===== src/rtl/mimosa_uart_tx_arbiter.sv =====
// rtl/mimosa_uart_tx_arbiter.sv - shares one 8N1 UART TX between debug-bus snapshots and a byte stream
// Optional macro DEBUG_TAG_EN: each debug grant sends TAG_BYTE followed by the snapshot.
module mimosa_uart_tx_arbiter #(
  parameter int         CLKS_PER_BIT = 868,
  parameter logic [7:0] TAG_BYTE     = 8'hA5
) (
  input  logic       clk,
  input  logic       rst_n,
  input  logic [7:0] debug,
  input  logic       dbg_en,
  input  logic [7:0] s_data,
  input  logic       s_valid,
  output logic       s_ready,
  output logic       tx,
  output logic       busy,
  output logic       grant_dbg,
  output logic [7:0] drop_cnt
);

  localparam int            CW       = (CLKS_PER_BIT > 1) ? $clog2(CLKS_PER_BIT) : 1;
  localparam logic [CW-1:0] BIT_LAST = CW'(CLKS_PER_BIT - 1);

  typedef enum logic [1:0] {IDLE, START, DATA, STOP} state_t;

  state_t        state;
  logic [CW-1:0] baud_cnt;
  logic [2:0]    bit_idx;
  logic [7:0]    shreg;
  logic [7:0]    debug_q;
  logic [7:0]    snap;
  logic          dbg_pend;
  logic          last_dbg;
  logic          capture;
  logic          win_dbg;
  logic          win_s;
  logic          bit_end;

`ifdef DEBUG_TAG_EN
  logic [7:0] snap_hold;
  logic       tag_second;
`else
  logic [7:0] unused_tag;
  assign unused_tag = TAG_BYTE;
`endif

  assign capture = dbg_en && (debug != debug_q);
  assign bit_end = (baud_cnt == BIT_LAST);
  assign s_ready = win_s;

  // Arbitration only happens between frames; on a tie the source not served last wins.
  always_comb begin
    win_dbg = 1'b0;
    win_s   = 1'b0;
    if (rst_n && state == IDLE) begin
      case ({dbg_pend, s_valid})
        2'b10:   win_dbg = 1'b1;
        2'b01:   win_s   = 1'b1;
        2'b11: begin
          win_s   = last_dbg;
          win_dbg = !last_dbg;
        end
        default: ;
      endcase
    end
  end

  always_ff @(posedge clk) begin
    if (!rst_n) begin
      debug_q  <= 8'h00;
      snap     <= 8'h00;
      dbg_pend <= 1'b0;
      drop_cnt <= 8'h00;
    end else begin
      debug_q <= debug;
      if (capture) begin
        snap     <= debug;
        dbg_pend <= 1'b1;
        if (dbg_pend && !win_dbg && drop_cnt != 8'hFF) begin
          drop_cnt <= drop_cnt + 8'd1;
        end
      end else if (win_dbg) begin
        dbg_pend <= 1'b0;
      end
    end
  end

  always_ff @(posedge clk) begin
    if (!rst_n) begin
      state      <= IDLE;
      tx         <= 1'b1;
      busy       <= 1'b0;
      grant_dbg  <= 1'b0;
      last_dbg   <= 1'b0;
      baud_cnt   <= '0;
      bit_idx    <= 3'd0;
      shreg      <= 8'h00;
`ifdef DEBUG_TAG_EN
      snap_hold  <= 8'h00;
      tag_second <= 1'b0;
`endif
    end else begin
      case (state)
        IDLE: begin
          tx       <= 1'b1;
          baud_cnt <= '0;
          if (win_dbg || win_s) begin
            state     <= START;
            tx        <= 1'b0;
            busy      <= 1'b1;
            grant_dbg <= win_dbg;
            last_dbg  <= win_dbg;
`ifdef DEBUG_TAG_EN
            // Snapshot is frozen here so the second frame ignores later bus activity.
            if (win_dbg) begin
              shreg      <= TAG_BYTE;
              snap_hold  <= snap;
              tag_second <= 1'b1;
            end else begin
              shreg      <= s_data;
              tag_second <= 1'b0;
            end
`else
            shreg <= win_dbg ? snap : s_data;
`endif
          end else begin
            busy      <= 1'b0;
            grant_dbg <= 1'b0;
          end
        end

        START: begin
          if (bit_end) begin
            baud_cnt <= '0;
            bit_idx  <= 3'd0;
            state    <= DATA;
            tx       <= shreg[0];
            shreg    <= {1'b0, shreg[7:1]};
          end else begin
            baud_cnt <= baud_cnt + CW'(1);
          end
        end

        DATA: begin
          if (bit_end) begin
            baud_cnt <= '0;
            if (bit_idx == 3'd7) begin
              state <= STOP;
              tx    <= 1'b1;
            end else begin
              bit_idx <= bit_idx + 3'd1;
              tx      <= shreg[0];
              shreg   <= {1'b0, shreg[7:1]};
            end
          end else begin
            baud_cnt <= baud_cnt + CW'(1);
          end
        end

        STOP: begin
          if (bit_end) begin
            baud_cnt <= '0;
`ifdef DEBUG_TAG_EN
            if (tag_second) begin
              state      <= START;
              tx         <= 1'b0;
              shreg      <= snap_hold;
              tag_second <= 1'b0;
            end else begin
              state     <= IDLE;
              busy      <= 1'b0;
              grant_dbg <= 1'b0;
            end
`else
            state     <= IDLE;
            busy      <= 1'b0;
            grant_dbg <= 1'b0;
`endif
          end else begin
            baud_cnt <= baud_cnt + CW'(1);
          end
        end

        default: state <= IDLE;
      endcase
    end
  end

endmodule


===== config.mk =====
export PLATFORM = sky130hd
export DESIGN_NAME = mimosa_uart_tx_arbiter
export DESIGN_NICKNAME = d
export VERILOG_FILES = /design/src/rtl/mimosa_uart_tx_arbiter.sv
export SDC_FILE = /design/constraint.sdc
export NUM_CORES = 1
export LEC_CHECK = 0
export CAP_MARGIN = 5
export CORE_AREA = 2 2 113 60
export DETAILED_ROUTE_END_ITERATION = 16
export DIE_AREA = 0 0 115 62
export PLACE_DENSITY = 0.59
export SLEW_MARGIN = 10
export SYNTH_ARGS = -nofsm -noshare
export SYNTH_HDL_FRONTEND = slang
export SYNTH_SLANG_ARGS = --single-unit

===== constraint.sdc =====
create_clock -name clk -period 5.7 [get_ports clk]
set_clock_uncertainty 0.05 [all_clocks]
set_input_delay 1.14 -clock clk [delete_from_list [all_inputs] [get_ports clk]]
set_output_delay 1.14 -clock clk [all_outputs]
set_load 0.01 [all_outputs]

==> out/results.tsv <==
stage	metric	value	unit
finish	fillCellCount	607	
timing	timing.final.crit_share	0.680	
hold_path	hold_start	baud_cnt[0]	
finish	final_cell_mix	dfxtp_1, nor2_1, clkdlybuf4s50_1	
yosys	synth_top_cell_area_share	0.412	
cts	ctsHoldBuffers	0	
floorplan	dieHeight	62	um
finish	final_common_cell	dfxtp_1	
yosys	syn_inst	280	
setup_path	r2r_start	state[1]	
timing	setup_viol	0	
cts	clkTransAtPathRegs	0.07	ns
run	maxCapViolCount	0	
grt	grt_use_total	0.154	
grt	antenna_found_initial	0	
power	leakage	1.15	nW
grt	gr-total-overflow	0	
finish	drive_above_1_share	0.0850	
cts	htree_levels	2	
run_status	status	finished, final reports clean	
hold_path	hold_class	reg2reg	
timing	rsz0062_at_grt	false	
setup_path	critical_path.max_fanout	36	
yosys	ys_seq_elements	52	
drt	ant_nets	0	
finish	area_growth	20.6	%
setup_path	startpoint	rst_n	
yosys	yosysSeqAreaShare	0.412	
drt	vias_per_cell	5.18	
floorplan	die_x	115	um
timing	setup_slack	1.82	ns
timing	max_slew_margin	0.249	
drt	num_vias	1999	
timing	drv_slew	0	
cts	ctsLongestPathBuffers	2	
timing	finalHoldViolCount	0	
grt	grt_pass1_vias	1706	
cts	post_cts_resized	0	
floorplan	dieArea	7130	um^2
setup_path	end_kind	primary output	
yosys	yosys_warnings	0	
finish	diodes	0	
floorplan	rows	21	
cts	numCtsBuffers	5	
power	p_per_area	369	nW/um^2
placement	gp_congestion	0.804	
timing	tightest_slew	1.13	ns
cts	clkLatencyLatePin	0.29	ns
yosys	synth_flop_cell	dfxtp_1	
floorplan	core	6310	um^2
yosys	synth_edf_count	0	
cts	ctsRootBufferMaster	clkbuf_16	
cts	cts_tree	built	
setup_path	critPathLaunchType	primary input	
drt	wl_per_cell	13.8	um
grt	grt_max_degree	37	
drt	routed_wl	5320	um
cts	postCtsSetupRepairBufs	0	
setup_path	r2r_slack	2.93	ns
grt	grt_pass1_wl	8460	um
yosys	synth_area	2520	um^2
placement	dp_slack	1.81	ns
power	peakVddDrop	153	uV
timing	setup_tns	0	ns
floorplan	initial_core_util	0.400	
placement	portBuffers	31	
placement	place_hpwl	3810	um
yosys	synth_cell_types	45	
timing	max_clock_freq	258	MHz
yosys	synth_fp_nets	309	
yosys	synth.area.top_cells	dfxtp_1, nor2_1, mux2i_1	
drt	drc	0	
timing	fin_crit	3.88	ns
setup_path	arrival	2.69	ns
setup_path	criticalPathCategory	in2out	
floorplan	io_pins	32	
finish	nets	334	
drt	firstDrtPassIters	4	
yosys	postSynthAreaPerCell	9.02	um^2
setup_path	worstPathRequired	4.51	ns
drt	drt_iter0_markers	91	
cts	clock-sinks	52	
yosys	synth-async-reset-ratio	0	
yosys	synth_top_area_cell	dfxtp_1	
Yosys cell counts (10+ instances only):
| cell | instances |
|---|---|
| nor2_1 | 35 |
| nand3_1 | 20 |
| nand4_1 | 10 |
| dfxtp_1 | 52 |
| xnor2_1 | 12 |
| mux2i_1 | 12 |
| a21oi_1 | 14 |
| nand2_1 | 14 |
| o21ai_0 | 12 |
| and2_1 | 10 |
path summary, 6_finish.rpt:
kind / to / depth (start not counted)
max: s_ready / 5
min: baud_cnt[0] / 1
max reg2reg: drop_cnt[5] / 6
min reg2reg: baud_cnt[0] / 1
per-stage QoR:
| stage | power (mW) | utilization | instances | area, um^2 | hold slack [ns] |
|---|---|---|---|---|---|
| final | 1.12 | 0.483 | 386 | 3040 | 0.413 |
| after global routing | 1.20 | 0.483 | 386 | 3040 | 0.439 |
| after CTS | 1.13 | 0.483 | 386 | 3040 | 0.415 |
| after detailed placement | 0.782 | 0.456 | 378 | 2870 | 0.400 |
| after global placement | 0.779 | 0.456 | 378 | 2870 | 0.391 |
| after floorplan | 0.702 | - | 280 | 2520 | 0.380 |
power breakdown:
part	internal [mW]	switching [mW]
Sequential	0.403	0.0255
Combinational	0.137	0.212
Clock	0.209	0.137
worst max-delay path, cell delays in order:
cell and delay [ns]:
clkdlybuf4s50_1 0.46, buf_4 0.30, nand3_1 0.11, a21oi_1 0.13, clkdlybuf4s50_1 0.55
logic make-up (layout without fill, tap and decap cells):
family                     count (synthesis)  count (layout)  share of synthesized area
DFF                                       52              52                      0.412
and+or+nand+nor                          111             111                      0.234
muxes                                     19              19                     0.0788
AOI/OAI and AO/OA                         50              50                      0.132
adders and majority gates                  9               9                     0.0446
xor gates and xnor gates                  16              16                     0.0555
buffers and inverters                     23              49                     0.0426
registers in the layout, summed over array words and instances (netlist names), 2 cells and up:
register	cells
debug_q	8
snap	8
drop_cnt	8
state	2
shreg	8
baud_cnt	10
bit_idx	3
layout make-up:
| class | instances | area (um^2) | area share |
|---|---|---|---|
| repair buffers | 32 | 318 | 0.104 |
| inverters | 9 | 33.8 | 0.0111 |
| clock inverters | 3 | 46.3 | 0.0152 |
| flip-flops and latches | 52 | 1040 | 0.342 |
| clock buffers | 5 | 125 | 0.0411 |
| well taps | 80 | 100 | 0.0329 |
| multi-input cells | 205 | 1380 | 0.453 |
metal layers:
layer  track usage  wire, um
met1         0.247      3140
met2         0.203      1950
met3        0.0398       208
met4        0.0258        21
met5             0         0
Note: power is estimated with default switching activity, not from simulation.
